<file path="config.mk">
export PLATFORM = sky130hd
export DESIGN_NAME = memory_responder
export DESIGN_NICKNAME = d
export VERILOG_FILES = /design/src/rtl/memory_responder.sv
export SDC_FILE = /design/constraint.sdc
export NUM_CORES = 1
export LEC_CHECK = 0
export CELL_PAD_IN_SITES_DETAIL_PLACEMENT = 0
export CELL_PAD_IN_SITES_GLOBAL_PLACEMENT = 2
export CORE_ASPECT_RATIO = 0.9
export CORE_MARGIN = 2
export CORE_UTILIZATION = 30
export DETAILED_ROUTE_END_ITERATION = 8
export PLACE_DENSITY = 0.84
export SLEW_MARGIN = 40
export SYNTH_ARGS = -nofsm -noshare
export SYNTH_HDL_FRONTEND = slang
export SYNTH_SLANG_ARGS = --single-unit
export TNS_END_PERCENT = 5
</file>
<file path="constraint.sdc">
create_clock -name clock -period 3.95 [get_ports clock]
set_input_delay 0.9875 -clock clock [delete_from_list [all_inputs] [get_ports clock]]
set_output_delay 0.9875 -clock clock [all_outputs]
set_load 0.05 [all_outputs]
</file>
<file path="src/rtl/memory_responder.sv">
// memory_responder: CPU memory bus responder splitting RAM (<0xFF00) from an I/O page (switches, LEDs, draw FIFO).
// Optional timer/compare/status at 0xFF03-0xFF05 built when MEMORY_RESPONDER_TIMER_EN is defined.
module memory_responder (
  input  logic        clock,
  input  logic        reset,
  input  logic        memory_write_enable,
  input  logic [15:0] memory_address,
  input  logic [15:0] memory_write_data,
  output logic [15:0] memory_read_data,
  output logic [15:0] ram_address,
  output logic [15:0] ram_write_data,
  output logic        ram_write_enable,
  input  logic [15:0] ram_read_data,
  input  logic [9:0]  switches,
  output logic [9:0]  leds,
  output logic [15:0] draw_data,
  output logic        draw_valid,
  input  logic        draw_ready
);
  logic        io_sel;
  logic [7:0]  off;
  logic        wr_led, wr_draw, rd_draw;
  logic [9:0]  sw_meta_q, sw_sync_q, leds_q;
  logic [15:0] fifo_q [4];
  logic [1:0]  wptr_q, rptr_q;
  logic [2:0]  count_q, count_d;
  logic        ovf_q, ovf_d;
  logic        pop, push, full, drop;
  logic        sel_io_q, valid_q;
  logic [15:0] io_rdata_q, io_rdata_d, timer_rdata;

  assign io_sel           = memory_address[15:8] == 8'hFF;
  assign off              = memory_address[7:0];
  assign ram_address      = memory_address;
  assign ram_write_data   = memory_write_data;
  assign ram_write_enable = memory_write_enable && !io_sel;
  assign wr_led           = memory_write_enable && io_sel && off == 8'h01;
  assign wr_draw          = memory_write_enable && io_sel && off == 8'h02;
  assign rd_draw          = !memory_write_enable && io_sel && off == 8'h02;

  assign full       = count_q == 3'd4;
  assign draw_valid = count_q != 3'd0;
  assign draw_data  = fifo_q[rptr_q];
  assign leds       = leds_q;
  assign pop        = draw_valid && draw_ready;
  assign push       = wr_draw && (!full || pop);
  assign drop       = wr_draw && full && !pop;

`ifdef MEMORY_RESPONDER_TIMER_EN
  logic [15:0] cnt_q, cmp_q;
  logic        match_q, match_d;
  assign match_d     = (cnt_q == cmp_q) ||
                       (match_q && !(memory_write_enable && io_sel && off == 8'h05 && memory_write_data[0]));
  assign timer_rdata = off == 8'h03 ? cnt_q :
                       off == 8'h04 ? cmp_q :
                       off == 8'h05 ? {15'b0, match_q} : 16'h0;
  always_ff @(posedge clock or posedge reset) begin
    if (reset) begin
      cnt_q   <= 16'h0;
      cmp_q   <= 16'hFFFF;
      match_q <= 1'b0;
    end else begin
      cnt_q   <= (memory_write_enable && io_sel && off == 8'h03) ? 16'h0 : cnt_q + 16'h1;
      match_q <= match_d;
      if (memory_write_enable && io_sel && off == 8'h04) cmp_q <= memory_write_data;
    end
  end
`else
  assign timer_rdata = 16'h0;
`endif

  always_comb begin
    count_d    = count_q + {2'b0, push} - {2'b0, pop};
    ovf_d      = drop ? 1'b1 : (rd_draw ? 1'b0 : ovf_q);
    io_rdata_d = off == 8'h00 ? {6'b0, sw_sync_q} :
                 off == 8'h01 ? {6'b0, leds_q} :
                 off == 8'h02 ? {ovf_q, 12'b0, count_q} : timer_rdata;
  end

  always_ff @(posedge clock or posedge reset) begin
    if (reset) begin
      sw_meta_q  <= '0;
      sw_sync_q  <= '0;
      leds_q     <= '0;
      wptr_q     <= '0;
      rptr_q     <= '0;
      count_q    <= '0;
      ovf_q      <= 1'b0;
      sel_io_q   <= 1'b0;
      valid_q    <= 1'b0;
      io_rdata_q <= '0;
      for (int i = 0; i < 4; i++) fifo_q[i] <= '0;
    end else begin
      sw_meta_q  <= switches;
      sw_sync_q  <= sw_meta_q;
      count_q    <= count_d;
      ovf_q      <= ovf_d;
      sel_io_q   <= io_sel;
      valid_q    <= 1'b1;
      io_rdata_q <= io_rdata_d;
      if (wr_led) leds_q <= memory_write_data[9:0];
      if (push) begin
        fifo_q[wptr_q] <= memory_write_data;
        wptr_q         <= wptr_q + 2'd1;
      end
      if (pop) rptr_q <= rptr_q + 2'd1;
    end
  end

  // valid_q forces zero read data until the first edge after reset, independent of the RAM output
  assign memory_read_data = valid_q ? (sel_io_q ? io_rdata_q : ram_read_data) : 16'h0;
endmodule

</file>
; ---- Word-level counts from Yosys, hierarchy flattened
; Index checks and enable logic that the tools add are counted.
[totals]
in_bits = 62
rom_bits = 0
elab_cells = 59
ram_bits = 0
latch_bits = 0
mem_count = 0
register_bits = 120
out_inout_bits = 76
[classes]
n_lt_le_gt_ge = 3
n_reduce_logical = 19
bitwise_logic = 2
n_mul = 0
shifts = 0
addsub = 4
muxes = 13
div = 0
eq_ne = 4
[ops]
columns = operator, count
row1 = two-way mux 16 bit, 8
row2 = bitwise mux 64 bit, 1
row3 = binary-select mux 16 bit (select 2 bit), 1
row4 = demux 16 bit (select 2 bit), 1
row5 = logical AND 1 bit, 11
row6 = equality test 8 x 1 -> 1 bit (second input constant), 1
row7 = equality test 8 x 2 -> 1 bit (second input constant), 1
row8 = equality test 8 bit (second input constant), 1
row9 = zero test 8 bit, 1
row10 = greater-or-equal comparator 3 bit (second input constant), 2
row11 = inverter 2 -> 3 bit, 2
row12 = adder 2 x 1 -> 2 bit (second input constant), 2
row13 = zero test 1 bit, 4
row14 = adder 3 x 1 -> 3 bit, 1
row15 = equality test 3 bit (second input constant), 1
row16 = less-than comparator 3 x 1 -> 1 bit (second input constant), 1
row17 = nonzero test 3 bit, 1
row18 = subtractor 3 x 1 -> 3 bit, 1
row19 = two-way mux 1 bit, 2
row20 = nonzero test 2 bit, 1
row21 = logical OR 1 bit, 1

; ---- Logic depth before layout (Yosys ltp)
[logic_depth]
depth_word = 6
ltp_mapped = 12
ltp_nobuf = 11

; ---- Least setup slack after synthesis
; No wires, ideal clock.
[synth_timing]
kind = input port to flip-flop
start = input port memory_address[1]
end = register count_q[2]
t_required_ns = 3.824
n_path_buf = 1
setup_slack_ns = 0.301
cell_stages = 12
t_arrival_ns = 3.523
setup_ns = 0.126
cell_sequence = buf_2 or4b_2 nor4_4 and2_1 inv_1 ha_1 inv_1 ha_1 inv_1 fa_1 xnor2_1 xnor2_1
[synth_via]
elab_chain_cells = 5
[synth_lines]
columns = element, line
row1 = "start, declared", 7  ; input logic [15:0] memory_address,
row2 = equality test 8 x 2 -> 1 bit, 38  ; assign wr_draw = memory_write_enable && io_sel && off == 8'h02;
row3 = logical AND 1 bit, 38
row4 = logical AND 1 bit, 46  ; assign push = wr_draw && (!full || pop);
row5 = adder 3 x 1 -> 3 bit, 73  ; count_d = count_q + {2'b0, push} - {2'b0, pop};
row6 = subtractor 3 x 1 -> 3 bit, 73
row7 = net count_d[2], 26  ; logic [2:0] count_q, count_d;
row8 = "end signal, assigned", 96  ; count_q <= count_d;
row9 = "end, declared", 26
; The timed path passes the listed nets, and every way through them passes these cells.
; A chain may end at the register's enable or synchronous reset.

; ---- Final worst setup path
[layout_timing]
start = input port memory_address[10]
end = output port ram_write_enable
[layout_via]
elab_chain_cells = 3
[layout_lines]
columns = element, line
row1 = equality test 8 bit, 32  ; assign io_sel = memory_address[15:8] == 8'hFF;
row2 = net io_sel, 20  ; logic io_sel;
row3 = zero test 1 bit, 36  ; assign ram_write_enable = memory_write_enable && !io_sel;
row4 = logical AND 1 bit, 36
row5 = "end, declared", 12  ; output logic ram_write_enable,
; The timed path passes the listed nets, and every way through them passes these cells.

==> results by group <==
Synth
  – Synth top area cells: dfrtp_1, mux2_2, mux4_2, buf_4, mux2i_1
  – Synthesized area per cell: 14.6 µm²
  – Synth unique cells: 32
  – Post-synth EDFFs: 0
  – Ys Warns: 0
  – Cells after Synth: about 350
  – Synth Flop Type: dfrtp_1
  – FFs w/ async S/R, synth: 1.00
  – Synth top area share: 0.556
  – Sequential share of the synthesized area: 0.556
  – Mapped Nets: 423
  – Seq cells post-synth: 115
  – Leading area contributor after synthesis: dfrtp_1
  – Top cells by count, synth: dfrtp_1, mux2_2, buf_4
  – Most instantiated library cell after synthesis: dfrtp_1
  – Synthesized area: 0.00517 mm²

Clock network
  – Post-cts resize count: 0
  – Clock sinks: 115
  – Clk Latency, worst-skew pair: approximately 0.4 ns
  – Root Driver: clkbuf_16
  – Max Buffers Root-to-Sink: 2
  – CTS tree: done
  – CTS clk-pin slew, worst paths: 0.05 ns
  – # H-tree levels: 4
  – Hold bufs inserted after CTS: 0
  – CTS Buf Count: 17
  – Post CTS Setup Buffer Count: 0

Drt
  – M1 wire length: roughly 5600 µm
  – Residual DRC count: 0
  – Routed Antenna Nets: 0
  – Drt via density: 4.55
  – Total number of vias: 3197
  – Initial DRC Count: 67
  – Top layer in use: met4
  – DR WL/cell: 17.2 µm
  – DR WL met3: between 700 and 800 µm
  – First-pass detailed-route iteration total: 4
  – Drt total wl: 12100 µm
  – Routed met2 length: 5590 µm

Global route
  – Vias in the first global route: 3515
  – First-pass GRT wire length: 19200 µm
  – Initial antenna violation count: 0
  – Grt total ovfl: 0
  – Total GRT Usage: 0.141
  – Pin count of the biggest net entering global routing: just under 60

Min path
  – HP Class: reg -> reg

Timing
  – Max Slew Vio Count: 0
  – Unrepaired setup endpoints after global routing: false
  – Clock skew: 0.0107 ns
  – Setup tns final: 0 ns
  – Period utilisation layout: 0.932
  – Tightest Pin Transition: 0.642 ns
  – Final Setup Violations: 0
  – Final min period: 3.68 ns
  – Slew Limit Headroom: 0.571
  – Fin. Hold Viols: 0
  – Fmax: 271 MHz

Floorplanning
  – Std-Cell Rows: 45
  – Die Area: 0.0183 mm²
  – IO Count: 138
  – Vert. Die Dim: 129 µm
  – Chip width: 142 µm
  – Core Footprint: 0.0169 mm²
  – Starting Density: 0.306

Power
  – Sequential Power Share: 0.369
  – Total power: 3.45 mW
  – Psw: 0.869 mW
  – Switch share: 0.252
  – Leakage power: 3.33 nW
  – Combinational power share: 0.160
  – Pint: 2.58 mW
  – Pwr dens: 474 mW/mm²
  – Peak supply drop: 0.274 mV
  – Clock network fraction of design power: 0.471

Final layout
  – Fill count: 1535
  – Register area: 0.00288 mm²
  – Layout cells sized above 1: 0.297
  – Ant diodes: 0
  – Synth-to-Final Area Change: 40.5%
  – Area of the multi-input gates: 0.00195 mm²
  – Nets@finish: 547

Worst setup path
  – Worst Path Arrival: 2.70 ns
  – Crit path max fanout: 3
  – Critical path launch point type: input pin
  – CP endpoint kind: output port
  – Critical path type: in -> out
  – Worst Path Required: 2.96 ns

Place
  – Buffers on Ports: 137
  – Detailed placement HPWL: 8590 µm
  – RD Place Congestion: around 0.71

Flow run
  – Max cap viols: 0

Run status
  – Status: complete, no violations
cell type report:
| cell class | count | area share |
|---|---|---|
| timing repair buffer | 151 | 0.206 |
| tap | 211 | 0.0363 |
| sequential | 115 | 0.396 |
| clock buffer | 21 | 0.0661 |
| clock inverter | 11 | 0.0214 |
| multi-input combinational | 184 | 0.269 |
| inverter | 9 | 0.00517 |
cells by family after synthesis:
kind of cell / synth area share
buffers and inverters: 0.0661
XOR/XNOR: 0.00847
adder cells (fa/ha/maj): 0.0184
other: 0.000725
AO/OA/AOI/OAI: 0.00581
AND/OR/NAND/NOR: 0.0653
flip-flops: 0.556
multiplexers: 0.279
per-stage QoR:
stage                     setup WS [ns]  cells   util  area [µm²]  hold slack (ns)
final                             0.267    702  0.430        7270            0.345
after global routing              0.157    702  0.430        7270            0.354
after CTS                         0.270    702  0.430        7270            0.346
after detailed placement         0.0781    670  0.393        6630            0.336
after global placement            0.146    670  0.393        6630            0.335
after floorplan                   0.301    354      -        5170            0.331
power by group through the flow:
stage | logic (mW) | clock network (mW) | registers (mW)
global route | 0.602 | 1.72 | 1.28
global placement | 0.554 | 0 | 1.29
detailed placement | 0.563 | 0 | 1.29
CTS | 0.565 | 1.66 | 1.27
floorplan | 0.389 | 0 | 1.26
finish | 0.552 | 1.62 | 1.27
worst paths after layout:
kind / from / endpoint / slack [ns] / depth (start not counted)
max: memory_address[10] / ram_write_enable / 0.27 / 5
min: sw_meta_q[2] / sw_sync_q[2] / 0.35 / 0
max reg2reg: count_q[1] / count_q[2] / 1.35 / 11
min reg2reg: sw_meta_q[2] / sw_sync_q[2] / 0.35 / 0
max in group asynchronous: reset / fifo_q[47] / 2.11 / 3
min in group asynchronous: reset / fifo_q[10] / 1.01 / 2
sequential cells by signal (all words and copies together) (netlist names), 2 cells and up:
register and count:
count_q 3, fifo_q 64, io_rdata_q 11, leds 10
rptr_q 2, sw_meta_q 10, sw_sync_q 10, wptr_q 2
routing by layer:
layer  track usage  vias to the layer above
li1              -                     1457
met2         0.218                      105
met3        0.0435                       16
met5             0                        -
met4        0.0629                        0
met1         0.183                     1619
placed cells by master (no fill, tap or decap), types with 5 or more instances in the layout:
cell type        Yosys  final
a21oi_1              5      5
and2_1               7      7
buf_4               32     13
clkbuf_16            0     17
clkdlybuf4s50_1      0    136
clkinv_2             0      7
dfrtp_1            115    115
ha_1                 6      6
inv_1                9      8
mux2_2              64     64
mux2_4              10     10
mux2i_1             21     21
mux4_2              16     16
nor2_1              16     16
nor2b_1             13     13
worst max-delay path: stages:
cell	delay, ns
clkdlybuf4s50_1	0.48
nand4_1	0.23
nor2_1	0.23
nor2_1	0.06
clkdlybuf4s50_1	0.70
(Power assumes the default switching activity.)
